**src/rtl/bug_pkg.sv**
```systemverilog
// bug_pkg: shared types and constants for the bug game controller.
//   - bug_state_e : controller state encoding (MOVE / HIT / RESPAWN)
//   - default screen/bug geometry, reset position, LFSR seed and taps
//   - center_pos() : top-left coordinate that centres a box on an axis
//   - lfsr_next()  : one step of the 16-bit Fibonacci LFSR
package bug_pkg;

    typedef enum logic [1:0] {
        MOVE    = 2'd0,
        HIT     = 2'd1,
        RESPAWN = 2'd2
    } bug_state_e;

    localparam int POS_W     = 12;

    localparam int H_RES_DEF = 800;
    localparam int V_RES_DEF = 600;
    localparam int BUG_W_DEF = 64;
    localparam int BUG_H_DEF = 64;

    localparam logic [15:0] LFSR_SEED = 16'hACE1;
    // Taps 16,14,13,11 (1-based) -> bits 15,13,12,10.
    localparam logic [15:0] LFSR_TAPS = 16'hB400;

    function automatic logic [POS_W-1:0] center_pos(input int res, input int w);
        return POS_W'(res / 2 - w / 2);
    endfunction

    function automatic logic [15:0] lfsr_next(input logic [15:0] q);
        return {q[14:0], ^(q & LFSR_TAPS)};
    endfunction

    localparam logic [POS_W-1:0] X_RST_DEF = center_pos(H_RES_DEF, BUG_W_DEF);
    localparam logic [POS_W-1:0] Y_RST_DEF = center_pos(V_RES_DEF, BUG_H_DEF);

endpackage

```
**src/rtl/bug_axis_step.sv**
```systemverilog
// bug_axis_step: combinational next position / direction for one axis.
// Ports:
//   p_i     current top-left coordinate
//   dir_i   1 = moving towards limit_i, 0 = moving towards 0
//   limit_i largest legal coordinate on this axis
//   step_i  pixels moved per frame
//   p_o     next coordinate (clamped to [0, limit_i])
//   dir_o   next direction (flips when an edge is reached)
module bug_axis_step
    import bug_pkg::*;
(
    input  logic [POS_W-1:0] p_i,
    input  logic             dir_i,
    input  logic [POS_W-1:0] limit_i,
    input  logic [POS_W-1:0] step_i,
    output logic [POS_W-1:0] p_o,
    output logic             dir_o
);

    always_comb begin
        p_o   = p_i;
        dir_o = dir_i;
        if (dir_i) begin
            // Extra bit keeps the sum from wrapping near the top of the range.
            if (({1'b0, p_i} + {1'b0, step_i}) >= {1'b0, limit_i}) begin
                p_o   = limit_i;
                dir_o = 1'b0;
            end else begin
                p_o = p_i + step_i;
            end
        end else begin
            if (p_i <= step_i) begin
                p_o   = '0;
                dir_o = 1'b1;
            end else begin
                p_o = p_i - step_i;
            end
        end
    end

endmodule

```
**src/rtl/bug_ctl.sv**
```systemverilog
// bug_ctl: moves the bug sprite once per frame, bounces it off the screen
// edges, scores mouse-click hits and respawns the bug at an LFSR position.
// Ports (pclk domain, all outputs registered):
//   pclk, reset         clock, async active-high reset
//   vblnk_in            vertical blank; its rising edge is the frame tick
//   mouse_left          left button level
//   xpos_mouse/ypos_mouse  mouse position
//   x_bugpos/y_bugpos   bug top-left position
//   bug_visible         draw enable
//   score               saturating hit count
//   hit_pulse           one-cycle strobe per hit
//
// state   | meaning
// MOVE    | bug moves on each tick, clicks are hit-tested
// HIT     | bug frozen and blinking for HIT_FRAMES ticks, clicks ignored
// RESPAWN | one cycle: load random position/direction, then MOVE
module bug_ctl
    import bug_pkg::*;
#(
    parameter int H_RES      = H_RES_DEF,
    parameter int V_RES      = V_RES_DEF,
    parameter int BUG_W      = BUG_W_DEF,
    parameter int BUG_H      = BUG_H_DEF,
    parameter int STEP       = 2,
    parameter int HIT_FRAMES = 30,
    parameter int SCORE_W    = 8
) (
    input  logic               pclk,
    input  logic               reset,
    input  logic               vblnk_in,
    input  logic               mouse_left,
    input  logic [11:0]        xpos_mouse,
    input  logic [11:0]        ypos_mouse,
    output logic [11:0]        x_bugpos,
    output logic [11:0]        y_bugpos,
    output logic               bug_visible,
    output logic [SCORE_W-1:0] score,
    output logic               hit_pulse
);

    localparam logic [POS_W-1:0] X_LIM  = POS_W'(H_RES - BUG_W);
    localparam logic [POS_W-1:0] Y_LIM  = POS_W'(V_RES - BUG_H);
    localparam logic [POS_W-1:0] X_RST  = center_pos(H_RES, BUG_W);
    localparam logic [POS_W-1:0] Y_RST  = center_pos(V_RES, BUG_H);
    localparam logic [POS_W-1:0] STEP_P = POS_W'(STEP);
    // At least 3 bits so the blink bit always exists.
    localparam int FC_W = ($clog2(HIT_FRAMES) < 3) ? 3 : $clog2(HIT_FRAMES);
    localparam logic [FC_W-1:0]    FRM_LAST  = FC_W'(HIT_FRAMES - 1);
    localparam logic [SCORE_W-1:0] SCORE_MAX = {SCORE_W{1'b1}};
    localparam logic [SCORE_W-1:0] SCORE_ONE = {{(SCORE_W-1){1'b0}}, 1'b1};

    bug_state_e        state_q, state_d;
    logic [POS_W-1:0]  x_q, x_d, y_q, y_d;
    logic              dx_q, dx_d, dy_q, dy_d;
    logic [SCORE_W-1:0] score_q, score_d;
    logic              vis_q, vis_d;
    logic              hit_q, hit_d;
    logic [FC_W-1:0]   fcnt_q, fcnt_d;
    logic [15:0]       lfsr_q, lfsr_d;
    logic              vblnk_q, mouse_left_q;

    logic              tick, click, in_box;
    logic [POS_W-1:0]  x_nxt, y_nxt;
    logic              dx_nxt, dy_nxt;
    logic [POS_W-1:0]  rx_raw, ry_raw, rx, ry;
    logic [POS_W:0]    x_end, y_end;

    bug_axis_step u_step_x (
        .p_i     (x_q),
        .dir_i   (dx_q),
        .limit_i (X_LIM),
        .step_i  (STEP_P),
        .p_o     (x_nxt),
        .dir_o   (dx_nxt)
    );

    bug_axis_step u_step_y (
        .p_i     (y_q),
        .dir_i   (dy_q),
        .limit_i (Y_LIM),
        .step_i  (STEP_P),
        .p_o     (y_nxt),
        .dir_o   (dy_nxt)
    );

    assign tick  = vblnk_in & ~vblnk_q;
    assign click = mouse_left & ~mouse_left_q;

    // Box end computed one bit wider; with legal geometry it never wraps.
    assign x_end  = {1'b0, x_q} + (POS_W+1)'(BUG_W);
    assign y_end  = {1'b0, y_q} + (POS_W+1)'(BUG_H);
    assign in_box = (xpos_mouse >= x_q) && ({1'b0, xpos_mouse} < x_end) &&
                    (ypos_mouse >= y_q) && ({1'b0, ypos_mouse} < y_end);

    // Fold the raw 10-bit LFSR fields back into the legal range.
    assign rx_raw = {2'b00, lfsr_q[9:0]};
    assign ry_raw = {2'b00, lfsr_q[15:6]};
    assign rx     = (rx_raw > X_LIM) ? rx_raw - X_LIM : rx_raw;
    assign ry     = (ry_raw > Y_LIM) ? ry_raw - Y_LIM : ry_raw;

    always_comb begin
        state_d = state_q;
        x_d     = x_q;
        y_d     = y_q;
        dx_d    = dx_q;
        dy_d    = dy_q;
        score_d = score_q;
        vis_d   = vis_q;
        hit_d   = 1'b0;
        fcnt_d  = fcnt_q;
        lfsr_d  = lfsr_next(lfsr_q);
        case (state_q)
            MOVE: begin
                vis_d = 1'b1;
                // A hit takes priority over a same-cycle move.
                if (click && in_box) begin
                    hit_d   = 1'b1;
                    score_d = (score_q == SCORE_MAX) ? score_q : score_q + SCORE_ONE;
                    fcnt_d  = '0;
                    state_d = HIT;
                end else if (tick) begin
                    x_d  = x_nxt;
                    y_d  = y_nxt;
                    dx_d = dx_nxt;
                    dy_d = dy_nxt;
                end
            end
            HIT: begin
                if (tick) begin
                    if (fcnt_q == FRM_LAST) begin
                        state_d = RESPAWN;
                    end else begin
                        fcnt_d = fcnt_q + 1'b1;
                    end
                end
                vis_d = ~fcnt_d[2];
            end
            RESPAWN: begin
                x_d     = rx;
                y_d     = ry;
                dx_d    = lfsr_q[0];
                dy_d    = lfsr_q[1];
                vis_d   = 1'b1;
                state_d = MOVE;
            end
            default: state_d = MOVE;
        endcase
    end

    always_ff @(posedge pclk or posedge reset) begin
        if (reset) begin
            state_q      <= MOVE;
            x_q          <= X_RST;
            y_q          <= Y_RST;
            dx_q         <= 1'b1;
            dy_q         <= 1'b1;
            score_q      <= '0;
            vis_q        <= 1'b1;
            hit_q        <= 1'b0;
            fcnt_q       <= '0;
            lfsr_q       <= LFSR_SEED;
            vblnk_q      <= 1'b0;
            mouse_left_q <= 1'b0;
        end else begin
            state_q      <= state_d;
            x_q          <= x_d;
            y_q          <= y_d;
            dx_q         <= dx_d;
            dy_q         <= dy_d;
            score_q      <= score_d;
            vis_q        <= vis_d;
            hit_q        <= hit_d;
            fcnt_q       <= fcnt_d;
            lfsr_q       <= lfsr_d;
            vblnk_q      <= vblnk_in;
            mouse_left_q <= mouse_left;
        end
    end

    assign x_bugpos    = x_q;
    assign y_bugpos    = y_q;
    assign bug_visible = vis_q;
    assign score       = score_q;
    assign hit_pulse   = hit_q;

endmodule

```
**config.mk**
```make
export PLATFORM = sky130hd
export DESIGN_NAME = bug_ctl
export DESIGN_NICKNAME = d
export VERILOG_FILES = /design/src/rtl/bug_pkg.sv /design/src/rtl/bug_axis_step.sv /design/src/rtl/bug_ctl.sv
export SDC_FILE = /design/constraint.sdc
export NUM_CORES = 1
export LEC_CHECK = 0
export BUFFER_PORTS_ARGS = -buffer_cell sky130_fd_sc_hd__buf_2
export CAP_MARGIN = 0
export CORE_UTILIZATION = 45
export CTS_CLUSTER_SIZE = 28
export DETAILED_ROUTE_END_ITERATION = 8
export GPL_TIMING_DRIVEN = 0
export PLACE_DENSITY_LB_ADDON = 0.05
export REMOVE_ABC_BUFFERS = 1
export SYNTH_ARGS = -nofsm -noshare
export SYNTH_HDL_FRONTEND = slang
export SYNTH_SLANG_ARGS = --single-unit
```
**constraint.sdc**
```tcl
create_clock -name pclk -period 4.3 [get_ports pclk]
set_input_delay 0.43 -clock pclk [delete_from_list [all_inputs] [get_ports pclk]]
set_output_delay 0.43 -clock pclk [all_outputs]
set_load 0.005 [all_outputs]
```
==> run metrics, run 1 <==
synthesized area around 0.0053 mm2; Critical Path End Type flop; P&R area growth vs syn 13.9%; Slew @ Worst Pin approximately 1.2 ns; Yosys Warn Count 0; antenna violations before repair 0; cell count of the worst hold path 1; Initial DRC Count about 430; final setup fails 0; post-CTS sizing 0; TritonCTS Buffers 9; DIE HEIGHT 111 um; die width around 110 um; synth cell count leaders ha_1 (54), dfrtp_1 (43), nand2_1 (42), inv_1 (38), nand3_1 (33); gr usage total 0.250; final period utilization 0.950; CP Max Fanout 13; Slew headroom 0.213; critical path depth 11; buffer and inverter count on the worst path 1; Max Clock Freq ~0.24 GHz; Total Wirelength 14900 um; ys async rst share 1.00; grt ovf 0; flip-flop and latch count after synthesis approximately 60; register area share after synthesis 0.292; TritonCTS clock tree built; layout cell share with drive strength beyond 1 0.184; Routed Antenna Nets 0; kind of critical path reg2reg; aggregate negative setup slack 0 ns; Final Hold Fails 0; CTS clk-pin slew, worst paths ~0.050 ns; Post-synth EDFFs 0; Critical Path Start Type flop; most frequent cell after synthesis ha_1; Final Max Tran Viols 0; Max VDD drop 232 uV; Power Dens Cells between 500 and 600 mW/mm2; Initial Util 0.462; Die ar. ~0.012 mm2; diodes inserted 0; DP HPWL ~11000 um; Max stage delay on crit path 0.89 ns; CP top delay family compound AO/OA/AOI/OAI gates; synth top area cells dfrtp_1 (20%), ha_1 (13%), dfstp_2 (8.9%); min-delay src mouse_left; Crit Reg-Reg Endpoint y_bugpos[2]; critical-path cell list inv_1, nor4_1, xnor2_1, ha_1, nand3_1, a31oi_1, a21boi_1, nor4_4, a41oi_1, o21ai_1, a221oi_2; CP Data Arrival Time around 4.3 ns; clock latency at the later pin of the worst-skew pair roughly 0.33 ns; slowest CP cell a41oi_1; root buffer cell clkbuf_16; reg2reg path depth 11; Synth area leader dfrtp_1; via count 4987; first-pass GRT wire length between 20000 and 25000 um; htree depth 3; Layout Nets 725; required time of the worst setup path roughly 4.5 ns; Hold EP mouse_left_q; DRC 0; worst reg-to-reg setup slack 0.21 ns; Most used DFF post-synth dfrtp_1; CP startpoint x_bugpos[8]; Bufs on Longest Clock Path 2; Port-buffer cells between 60 and 70; Distinct cells, synth between 90 and 100; RSZ-0062 raised after global routing false; Fillers 1113; 1st-pass router iterations 5; cell count after synthesis approximately 600; total power between 0.003 and 0.004 W; mean post-synth cell area between 8 and 9 um2; status finished clean; largest net degree at the start of global routing 35; worst clock skew roughly 0.0032 ns; GP Congestion 0.857; number of I/O pins 62; Post-CTS Setup Bufs 0; number of hold buffers added after CTS 0; Max-Cap Viols 0; Site Rows 39; r2r startpoint x_bugpos[8]; CTS sink cnt just over 60; Wirelength per Cell approximately 19 um; vias in the first global route 4896; min cycle time layout roughly 4 ns; Min-Delay Path Class in2reg; P_leak around 2.6 nW; Via density 6.30; top-area cell type share of the netlist area 0.203; CORE AREA 0.0115 mm2
## registers in the layout (all words and copies together), names as in the netlist
register      cells
mouse_left_q      1
dx_q              1
vblnk_q           1
dy_q              1
hit_pulse         1
y_bugpos         12
bug_visible       1
x_bugpos         12
score             8
state_q           2
lfsr_q           16
fcnt_q            5
## cell type report
class | count | area, um2 | area share
Clock inverter | 4 | 95.1 | 0.0157
Clock buffer | 12 | 246 | 0.0408
Timing Repair Buffer | 63 | 353 | 0.0584
Sequential cell | 61 | 1550 | 0.256
Inverter | 40 | 150 | 0.0249
Tap cell | 143 | 179 | 0.0296
Multi-Input combinational cell | 468 | 3470 | 0.574
## how the worst max path moves through the flow
| stage | to | slack (ns) |
|---|---|---|
| after floorplan | x_bugpos[9] | 1.06 |
| after global placement | y_bugpos[2] | 0.28 |
| after detailed placement | y_bugpos[2] | 0.28 |
| after CTS | y_bugpos[2] | 0.27 |
| after global routing | x_bugpos[11] | 0.02 |
| final | y_bugpos[2] | 0.21 |
## cell usage in the layout (no fill, tap or decap), types with 8 or more instances in the layout
cell        n
nand2_1    42
nand4_1    14
clkbuf_16   9
a31oi_1     8
nor2_1     20
nor3_1     22
dfstp_2    18
o21ai_0    23
ha_1       54
xor2_1     10
a21o_1      9
dfrtp_1    43
inv_1      37
xnor2_1    22
o211ai_1    9
nor2b_1     8
o22ai_1    12
buf_2      61
nand3_1    33
a21oi_1    26
o31ai_1    13
and2_1      8
mux2i_1     9
## stage by stage
| stage | std cells | utilization | setup slack, ns | area [um2] | hold WS [ns] |
|---|---|---|---|---|---|
| after CTS | 791 | 0.527 | 0.271 | 6040 | 0.216 |
| after global placement | 773 | 0.493 | 0.280 | 5650 | 0.379 |
| after floorplan | 569 | - | 1.06 | 5160 | 0.364 |
| final | 791 | 0.527 | 0.213 | 6040 | 0.221 |
| after detailed placement | 775 | 0.497 | 0.284 | 5700 | 0.383 |
| after global routing | 791 | 0.527 | 0.0175 | 6040 | 0.215 |
## metal layers
layer,routed length [um],track usage
met2,6850,0.402
met1,7170,0.350
met3,690,0.0362
met4,221,0.0693
met5,0,0
## cell families after synthesis
group	Yosys count	share of synthesized area
AO/OA/AOI/OAI	173	0.240
XOR/XNOR	32	0.0529
adder cells (fa/ha/maj)	54	0.127
buffers and inverters	70	0.0543
flip-flops	61	0.292
multiplexers	14	0.0276
AND/OR/NAND/NOR	195	0.206
## power by group
part / switching [W] / internal, W
registers: 0.000266 / 0.000696
logic: 0.000693 / 0.000527
clock network: 0.000257 / 0.000581
total: 0.00122 / 0.00180
No activity file was read; power rests on OpenSTA's default activity.
==> run 2: changes to the inputs <==
--- a/config.mk
+++ b/config.mk
@@ -7,12 +7,12 @@
 export LEC_CHECK = 0
 export BUFFER_PORTS_ARGS = -buffer_cell sky130_fd_sc_hd__buf_2
 export CAP_MARGIN = 0
+export CORE_MARGIN = 2
 export CORE_UTILIZATION = 45
 export CTS_CLUSTER_SIZE = 28
 export DETAILED_ROUTE_END_ITERATION = 8
 export GPL_TIMING_DRIVEN = 0
 export PLACE_DENSITY_LB_ADDON = 0.05
-export REMOVE_ABC_BUFFERS = 1
 export SYNTH_ARGS = -nofsm -noshare
 export SYNTH_HDL_FRONTEND = slang
 export SYNTH_SLANG_ARGS = --single-unit
==> run metrics, run 2 (synthesis gave the netlist of run 1 again) <==
die width 113 um (+1.8%); required time of the worst setup path 4.51 ns (-0.03 ns); number of hold buffers added after CTS 0 (unchanged); Critical Path Start Type flop; Via density 6.35 (+0.66%); worst clock skew 0.00591 ns (+0.00271 ns); CTS clk-pin slew, worst paths 0.06 ns (about the same); first-pass GRT wire length 25800 um (+3.8%); DIE HEIGHT 113 um (+1.8%); root buffer cell clkbuf_16; Core Util, Final 0.532 (+0.00578); most common cell after layout, fill and taps aside buf_2; number of flip-flops in the largest register 16 (unchanged); Final Max Tran Viols 0 (unchanged); number of I/O pins 62 (unchanged); Site Rows 39 (unchanged); Total Wirelength 15800 um (+5.9%); clock latency at the later pin of the worst-skew pair 0.33 ns (about the same); CTS sink cnt 61 (unchanged); antenna violations before repair 0 (unchanged); sequential cell area 0.00155 mm2 (unchanged); Max VDD drop 238 uV (+3.0%); Initial DRC Count 491 (+13%); DRC 0 (unchanged); Routed Antenna Nets 0 (unchanged); htree depth 3 (unchanged); Max-Cap Viols 0 (unchanged); met1 usage 0.365 (+0.0151); final period utilization 0.873 (-0.0770); post-CTS sizing 0 (unchanged); most used routing layer met2; aggregate negative setup slack 0 ns (unchanged); TritonCTS clock tree built; largest net degree at the start of global routing 36 (+2.9%); Power Dens Cells 489 mW/mm2 (-2.2%); Cells after DPL 804 (+3.7%); Wirelength per Cell 19.3 um (+2.2%); P&R area growth vs syn 15.2%; total power 0.00299 W (-1.1%); Syn Nets roughly 700; Layout Nets 754 (+4.0%); status finished clean; Slew headroom 0.512 (+0.299); vias in the first global route 4975 (+1.6%); Min-Delay Path Class in2async; min cycle time layout 3.76 ns (-0.331 ns); 1st-pass router iterations 5 (unchanged); Slew @ Worst Pin 0.731 ns (-0.435 ns); CP Max Fanout 10 (-3); Fillers 1084 (-2.6%); kind of critical path reg2reg; CORE AREA 0.0115 mm2 (unchanged); CP Data Arrival Time 3.97 ns (-0.36 ns); Largest Register lfsr_q; TritonCTS Buffers 9 (unchanged); Final Hold Fails 0 (unchanged); GP Congestion 0.901 (+5.2%); final setup fails 0 (unchanged); Post-CTS Setup Bufs 0 (unchanged); DP HPWL 12100 um (+8.7%); via count 5204 (+4.4%); P_leak 2.64 nW (+1.4%); RSZ-0062 raised after global routing false; Hold WS 0.222 ns (+0.00106 ns); Port-buffer cells 61 (unchanged); Max Clock Freq 0.266 GHz (+8.8%); layout cell share with drive strength beyond 1 0.195 (+0.0113); most frequent cells in the layout buf_2 (71), ha_1 (54), dfrtp_1 (43); met2 usage 0.381 (-0.0208); M3 GR Usage 0.0508 (+0.0145); Initial Util 0.462 (unchanged); grt ovf 0 (unchanged); area of the multi-input gates 0.00346 mm2 (about the same); post-route insts no fill 820 (+3.7%); Bufs on Longest Clock Path 2 (unchanged); gr usage total 0.253 (+0.00288); Critical Path End Type flop; diodes inserted 0 (unchanged); Die ar. 0.0127 mm2 (+3.7%)
run 2: cell count changes in the layout (fill, tap and decap cells not counted), sizes merged:
cell,change
clkinvlp,+3
buf,+12
clkinv,+1
bufinv,-2
clkbuf,+14
inv,+1
run 2: where the power goes:
part,internal [W],leakage (nW),switching (W)
clock,0.000450,0.138,0.000283
sequential,0.000694,0.739,0.000132
combinational,0.000563,1.76,0.000864
run 2: critical path, stage by stage (launching register included):
cell	delay [ns]
dfstp_2	0.53
buf_2	0.19
inv_1	0.16
nor4_1	0.38
xnor2_1	0.12
ha_1	0.32
nand3_1	0.09
a31oi_1	0.21
a21boi_1	0.33
nor4_4	0.10
a41oi_1	0.47
buf_2	0.33
nand3_1	0.11
a32o_1	0.29
run 2: per-layer routing:
metal | routed length, um | vias to the layer above
met3 | 1130 | 32
met1 | 7390 | 2519
met4 | 422 | 0
met2 | 6880 | 220
li1 | - | 2433
met5 | 0 | -
run 2: area by class of cell:
| cell class | count | area share |
|---|---|---|
| Buffer | 30 | 0.0225 |
| Clock buffer | 9 | 0.0369 |
| Clock inverter | 7 | 0.0123 |
| Inverter | 40 | 0.0246 |
| Multi-Input combinational cell | 468 | 0.567 |
| Sequential cell | 61 | 0.254 |
| Tap cell | 143 | 0.0293 |
| Timing Repair Buffer | 62 | 0.0533 |
run 2: metrics by stage:
step	cell area, um2	setup slack (ns)
after floorplan	5300	1.26
after CTS	6110	0.602
after global placement	5790	0.583
final	6110	0.545
after global routing	6110	0.364
after detailed placement	5810	0.613
run 2: worst paths after layout:
kind	start	end	slack [ns]	cells after the start
max	x_bugpos[8]	y_bugpos[10]	0.54	13
min	reset	x_bugpos[2]	0.22	2
max reg2reg	x_bugpos[8]	y_bugpos[10]	0.54	13
min reg2reg	lfsr_q[5]	lfsr_q[6]	0.39	0
max in group asynchronous	reset	y_bugpos[8]	3.39	3
min in group pclk	mouse_left	mouse_left_q	0.23	1
